<file path="src/rtl/bus_arbiter.sv">
// bus_arbiter: arbitrates a single-port RAM between a CPU and a DMA requester.
// The CPU owns the RAM by default. A DMA request stalls the CPU through
// cpu_hold. Once the CPU parks, DMA words are transferred one at a time with a
// one-cycle dma_ack per word. Consecutive words run back to back while
// dma_req stays high.
// Optional build macro: ARB_FAIRNESS_EN. When defined, every MAX_BURST words
// the bus is handed back to the CPU for CPU_SLOTS cycles.
module bus_arbiter #(
  parameter int RAM_WAIT  = 1,
  parameter int MAX_BURST = 16,
  parameter int CPU_SLOTS = 8
) (
  input  logic        clk,
  input  logic        reset,
  input  logic [15:0] cpu_address,
  input  logic [15:0] cpu_data_out,
  input  logic        cpu_write,
  input  logic        cpu_busy,
  output logic        cpu_hold,
  input  logic        dma_req,
  input  logic [15:0] dma_addr,
  input  logic        dma_we,
  input  logic [15:0] dma_wdata,
  output logic        dma_ack,
  output logic [15:0] dma_rdata,
  output logic        dma_grant,
  output logic [15:0] mem_addr,
  output logic [15:0] mem_wdata,
  output logic        mem_we,
  input  logic [15:0] mem_rdata
);

  typedef enum logic [2:0] {
    CPU_OWN   = 3'd0,
    HOLD_WAIT = 3'd1,
    DMA_XFER  = 3'd2,
    DMA_NEXT  = 3'd3,
    COOLDOWN  = 3'd4
  } state_t;

  // Value of the wait-state counter in the last DMA_XFER cycle of a word.
  localparam logic WAIT_LAST = (RAM_WAIT != 0);

  state_t      state_q, state_d;
  logic        cpu_hold_q, cpu_hold_d;
  logic        dma_grant_q, dma_grant_d;
  logic        dma_ack_q, dma_ack_d;
  logic [15:0] dma_rdata_q, dma_rdata_d;
  logic [15:0] mem_addr_q, mem_addr_d;
  logic [15:0] mem_wdata_q, mem_wdata_d;
  logic        mem_we_q, mem_we_d;
  logic        wait_q, wait_d;
  logic [15:0] word_cnt_q, word_cnt_d;
  logic [15:0] cool_cnt_q, cool_cnt_d;
  logic        burst_done;
  logic        cpu_owns_bus;

`ifdef ARB_FAIRNESS_EN
  // A grant is cut short once it has delivered MAX_BURST acknowledged words.
  assign burst_done = (word_cnt_q == 16'(MAX_BURST));
`else
  // Without fairness a grant lasts as long as the requester keeps dma_req high.
  logic unused_max_burst;
  assign burst_done       = 1'b0;
  assign unused_max_burst = ^MAX_BURST;
`endif

  // Next-state and next-output logic for the arbitration FSM.
  always_comb begin
    state_d     = state_q;
    cpu_hold_d  = cpu_hold_q;
    dma_grant_d = dma_grant_q;
    dma_ack_d   = 1'b0;
    dma_rdata_d = dma_rdata_q;
    mem_addr_d  = mem_addr_q;
    mem_wdata_d = mem_wdata_q;
    mem_we_d    = 1'b0;
    wait_d      = wait_q;
    word_cnt_d  = word_cnt_q;
    cool_cnt_d  = cool_cnt_q;

    case (state_q)
      CPU_OWN: begin
        if (dma_req) begin
          state_d    = HOLD_WAIT;
          cpu_hold_d = 1'b1;
        end
      end

      HOLD_WAIT: begin
        if (!dma_req) begin
          state_d    = CPU_OWN;
          cpu_hold_d = 1'b0;
        end else if (cpu_busy && !cpu_write) begin
          state_d     = DMA_XFER;
          dma_grant_d = 1'b1;
          mem_addr_d  = dma_addr;
          mem_wdata_d = dma_wdata;
          mem_we_d    = dma_we;
          wait_d      = 1'b0;
          word_cnt_d  = 16'd0;
        end
      end

      DMA_XFER: begin
        if (wait_q == WAIT_LAST) begin
          state_d     = DMA_NEXT;
          dma_ack_d   = 1'b1;
          dma_rdata_d = mem_rdata;
          word_cnt_d  = word_cnt_q + 16'd1;
        end else begin
          wait_d = 1'b1;
        end
      end

      DMA_NEXT: begin
        if (burst_done) begin
          state_d     = COOLDOWN;
          cpu_hold_d  = 1'b0;
          dma_grant_d = 1'b0;
          cool_cnt_d  = 16'(CPU_SLOTS - 1);
        end else if (dma_req) begin
          state_d     = DMA_XFER;
          mem_addr_d  = dma_addr;
          mem_wdata_d = dma_wdata;
          mem_we_d    = dma_we;
          wait_d      = 1'b0;
        end else begin
          state_d     = CPU_OWN;
          cpu_hold_d  = 1'b0;
          dma_grant_d = 1'b0;
        end
      end

      COOLDOWN: begin
        if (cool_cnt_q == 16'd0) begin
          if (dma_req) begin
            state_d    = HOLD_WAIT;
            cpu_hold_d = 1'b1;
          end else begin
            state_d = CPU_OWN;
          end
        end else begin
          cool_cnt_d = cool_cnt_q - 16'd1;
        end
      end

      default: begin
        state_d     = CPU_OWN;
        cpu_hold_d  = 1'b0;
        dma_grant_d = 1'b0;
      end
    endcase
  end

  // State and registered outputs; reset abandons any word still in flight.
  always_ff @(posedge clk or negedge reset) begin
    if (!reset) begin
      state_q     <= CPU_OWN;
      cpu_hold_q  <= 1'b0;
      dma_grant_q <= 1'b0;
      dma_ack_q   <= 1'b0;
      dma_rdata_q <= 16'd0;
      mem_addr_q  <= 16'd0;
      mem_wdata_q <= 16'd0;
      mem_we_q    <= 1'b0;
      wait_q      <= 1'b0;
      word_cnt_q  <= 16'd0;
      cool_cnt_q  <= 16'd0;
    end else begin
      state_q     <= state_d;
      cpu_hold_q  <= cpu_hold_d;
      dma_grant_q <= dma_grant_d;
      dma_ack_q   <= dma_ack_d;
      dma_rdata_q <= dma_rdata_d;
      mem_addr_q  <= mem_addr_d;
      mem_wdata_q <= mem_wdata_d;
      mem_we_q    <= mem_we_d;
      wait_q      <= wait_d;
      word_cnt_q  <= word_cnt_d;
      cool_cnt_q  <= cool_cnt_d;
    end
  end

  // The CPU keeps its direct path to RAM until a DMA word is actually granted.
  assign cpu_owns_bus = (state_q == CPU_OWN) || (state_q == HOLD_WAIT) ||
                        (state_q == COOLDOWN);

  assign mem_addr  = cpu_owns_bus ? cpu_address  : mem_addr_q;
  assign mem_wdata = cpu_owns_bus ? cpu_data_out : mem_wdata_q;
  assign mem_we    = cpu_owns_bus ? cpu_write    : mem_we_q;

  assign cpu_hold  = cpu_hold_q;
  assign dma_grant = dma_grant_q;
  assign dma_ack   = dma_ack_q;
  assign dma_rdata = dma_rdata_q;

endmodule
</file>
<file path="config.mk">
export PLATFORM = sky130hd
export DESIGN_NAME = bus_arbiter
export DESIGN_NICKNAME = d
export VERILOG_FILES = /design/src/rtl/bus_arbiter.sv
export SDC_FILE = /design/constraint.sdc
export NUM_CORES = 1
export LEC_CHECK = 0
export CORE_UTILIZATION = 35
export DETAILED_ROUTE_END_ITERATION = 12
export PLACE_DENSITY = 0.8
export SLEW_MARGIN = 10
export SYNTH_ARGS = -nofsm -noshare
export SYNTH_HDL_FRONTEND = slang
export SYNTH_SLANG_ARGS = --single-unit
</file>
<file path="constraint.sdc">
create_clock -name clk -period 2.3 [get_ports clk]
set_clock_uncertainty 0.05 [all_clocks]
set_input_delay 0.46 -clock clk [delete_from_list [all_inputs] [get_ports clk]]
set_output_delay 0.46 -clock clk [all_outputs]
set_load 0.01 [all_outputs]
</file>
Word-level counts from Yosys, hierarchy flattened. Cells that the tools add are included. W data, S select, Z words.

Bitwise operators: 3. Multiply operators: 0. Divide/modulo/power cells: 0. Mux-type cells: 36. Reduce and logical (&&, ||, !) cells: 17. Add/subtract/negate cells: 1. Magnitude comparators: 0. Equal/unequal tests: 13. Shift operators: 0.

Operators with widths (count): $mux W16 (8); $pmux W16 S2 (2); $logic_not A16 Y1 (1); $ne A2 B2 Y1 const B (8); $reduce_and A4 Y1 (4); $sub A16 B1 Y16 const B (1); $mux W1 (15); $mux W3 (5); $pmux W3 S5 (1); $eq A3 B2 Y1 const B (2); $pmux W1 S3 (2); $pmux W1 S4 (1); $reduce_and A2 Y1 (2); $eq A3 B1 Y1 const B (1); $eq A3 B3 Y1 const B (1); $logic_not A3 Y1 (1); $ne A3 B3 Y1 const B (1); $not A1 Y1 (3); $reduce_and A3 Y1 (1); $reduce_bool A3 Y1 (1); $reduce_or A3 Y1 (1); $logic_or A1 B1 Y1 (2); $mux W2 (1); $pmux W1 S2 (1); other kinds (4) (4).

Register bits: 72. Bits in latches: 0. Memory bits (read-only): 0. Word-level logic and storage cells: 80. Output and inout bits: 52. Memories kept: 0. RAM bits: 0.

Logic depth before layout (Yosys ltp).
Depth after elaboration: 5. Mapped depth: 5. Gate-level depth less buffers: 3.

Worst setup path before layout. No wires, ideal clock.

Path kind: register to output. From: reg (tool-made name). To: out mem_addr[0]. Path buffers: 2. Stages on the path, launching flop included: 4. Data arrival time: 1052 ps. Path slack: 738 ps. Cells stage by stage: dfrtp_1 buf_6 buf_2 mux2_2.

RTL lines: end, declared (line 27) `output logic [15:0] mem_addr,`.

==> results.yml <==
status:
  status: "complete, no violations"
finish:
  fillers: 623
  nNetsFinal: 402
  antenna_cells: 0
  syn_to_final_growth_pct: 66.7
  drive_gt1_share_pct: 35.0
timing:
  min_period_over_period_pct: 97.3
  tightest_slew_ns: 0.636
  tns_ns: 0
  setup_viol: 0
  fmax_ghz: 0.447
  min_period_ns: 2.24
  rsz0062_at_grt: "false"
  finalHoldViolCount: 0
  hold_ws_ns: 0.115
  slew_violations: 0
  relSlewSlack_pct: 57.6
floorplan:
  die_w_um: 88.4
  die_h_um: 88.4
  pin_count: 138
  rows: 31
  die-area_mm2: 0.00782
  initial_core_util_pct: 36.1
  core-area_mm2: 0.00725
logic_synthesis:
  synthTopCellsByArea: "dfrtp_1 (53%), mux2_2 (23%), mux2_4 (16%)"
  synthTopCellsByCount: "dfrtp_1 (55), mux2_2 (53), mux2_4 (28), inv_1 (4), o21ai_0 (4)"
  seq_area_frac_synth_pct: 52.6
  yosys_warnings: 0
  yosys.area.top_type_share_pct: 52.6
  synth_most_common_cell: "dfrtp_1"
  synth_ff_type: "dfrtp_1"
  synthCells: 165
  async_reset_ff_share_pct: 100
  ys_ff_latch: 55
  synth_edf_count: 0
  synthDistinctLibCells: 19
  yosys.area.top_type: "dfrtp_1"
  synth_area_mm2: 0.00262
  syn_avg_cell_area_um2: 15.8
  synth_nets: 251
placed_design:
  gp_congestion: 0.725
  dp_hpwl_um: 4580
  port_buffers: 137
routing:
  wl_met3_um: 485
  ant_nets: 0
  vias: 1897
  postRouteWirelength_um: 6330
  met1_length_um: 2510
  drcViolationCount: 0
  top_layer_used: "met4"
  viasPerCell: 4.56
  met2_length_um: 3300
  drt-initial-drc-count: 23
  drt_pre_antenna_iters: 4
  wl_per_cell_um: 15.2
critical_path:
  cpPeakStageDelay_ns: 0.47
  start_kind: "flop"
  r2r_slack_ns: 0.50
  crit_arrival_ns: 1.73
  crit_chain: "buf_12 -> mux2_2 -> clkdlybuf4s50_1"
  cp_slowest_cell: "clkdlybuf4s50_1"
  end_kind: "output port"
  r2r_cells: 5
  worstSetupPathType: "reg2out"
  required_ns: 1.79
  reg2reg_to: "dma_rdata[1]$_DFFE_PN0P_"
  cp_max_fo: 13
clock_network:
  htreeDepth: 2
  hold_buffers: 0
  clkLatencyLatePin_ns: 0.30
  cts_tree: "done"
  clk_path_buf_depth: 2
  path_clk_slew_ns: 0.10
  cts_buffers: 5
  clock-sinks: 55
  cts-root-buf: "clkbuf_8"
grt:
  grt.total_usage_pct: 15.6
  grt_pass1_vias: 2003
  grt_max_degree: 32
  grt_antenna_before_repair: 0
  grt-ovfl-total: 0
  grt_pass1_wl_um: 9290
power_and_ir_drop:
  power_density_mw_per_mm2: 1170
  finalPower_mw: 5.10
  ir_drop_mv: 0.539
  p_leak_nw: 2.09
job:
  max_cap_viol_count: 0
hold_path:
  hold_class: "in2async"
final cells by class:
cell class,count,area [um^2],share of cell area (%)
Timing Repair Buffer,152,1590,36.5
Sequential cell,55,1380,31.6
Multi-Input combinational cell,98,1130,26.0
Tap cell,99,124,2.84
Clock buffer,6,82.6,1.89
Clock inverter,2,35.0,0.804
Inverter,4,15.0,0.345
kinds of logic after synthesis:
kind of cell | share of synthesized area [%]
muxes | 38.9
and+or+nand+nor | 1.96
AOI/OAI and AO/OA | 2.39
buffers and inverters | 4.11
DFF | 52.6
power breakdown:
| group | total, mW | switching (mW) | internal (mW) |
|---|---|---|---|
| Clock | 0.660 | 0.308 | 0.353 |
| Sequential | 1.73 | 0.283 | 1.45 |
| Combinational | 2.70 | 0.890 | 1.81 |
repair_timing:
item,in CTS,in global routing
setup buffers,0,9
gates cloned,0,1
endpoints found under the setup margin,6,30
pin swaps,0,0
gates resized for setup,4,24
layout by cell type, fill, tap and decap left out:
cell type and n:
and2_4 1, a21oi_1 2, o21ai_4 1, nor2b_2 2, nand2_1 2, clkbuf_16 1
o21ai_0 4, clkinv_2 1, clkbuf_8 6, nand2_2 1, inv_1 4, clkdlybuf4s50_1 111
buf_8 1, mux2_2 53, nor2_1 1, dlygate4sd2_1 3, dfrtp_1 54, o21a_1 1
a2bb2oi_1 1, buf_4 10, bufinv_16 1, buf_12 3, mux2_4 28, buf_2 1
dfrtp_2 1, nand3b_1 1, dlymetal6s2s_1 22
worst max path at each step:
stage | startpoint | end | slack, ns | depth (start not counted)
after floorplan | flop | mem_addr[0] | 0.74 | 3
after global placement | cpu_write | mem_we | 0.15 | 3
after detailed placement | cpu_write | mem_we | 0.14 | 3
after CTS | flop | mem_wdata[14] | 0.004 | 3
after global routing | flop | mem_wdata[9] | 0.0006 | 3
final | flop | mem_wdata[15] | 0.06 | 3
critical path, delay by kind of cell, from the launching register on:
kind	cells	cell delay (ns)
flops	1	0.44
buf+inv	2	0.64
mux	1	0.34
state kept, by name, indices dropped and copies added (netlist names), named ones only:
| signal | flops |
|---|---|
| dma_ack | 1 |
| state_q | 1 |
| wait_q | 1 |
| mem_addr_q | 16 |
| cpu_hold | 1 |
| mem_we_q | 1 |
| dma_rdata | 16 |
| mem_wdata_q | 16 |
| dma_grant | 1 |
metrics by stage:
step / instance area (um^2) / cells / utilization (%) / setup slack [ns]
after floorplan: 2620 / 165 / - / 0.738
after detailed placement: 4090 / 398 / 56.4 / 0.142
after global routing: 4360 / 416 / 60.1 / 0.000579
final: 4360 / 416 / 60.1 / 0.0632
after global placement: 4090 / 398 / 56.4 / 0.147
after CTS: 4210 / 406 / 58.0 / 0.00393
layer usage:
layer / vias to the layer above / global-route usage (%)
met5: - / 0
met4: 0 / 3.96
met3: 4 / 5.13
met2: 80 / 28.0
met1: 934 / 17.8
li1: 879 / -
(Power assumes the default switching activity.)
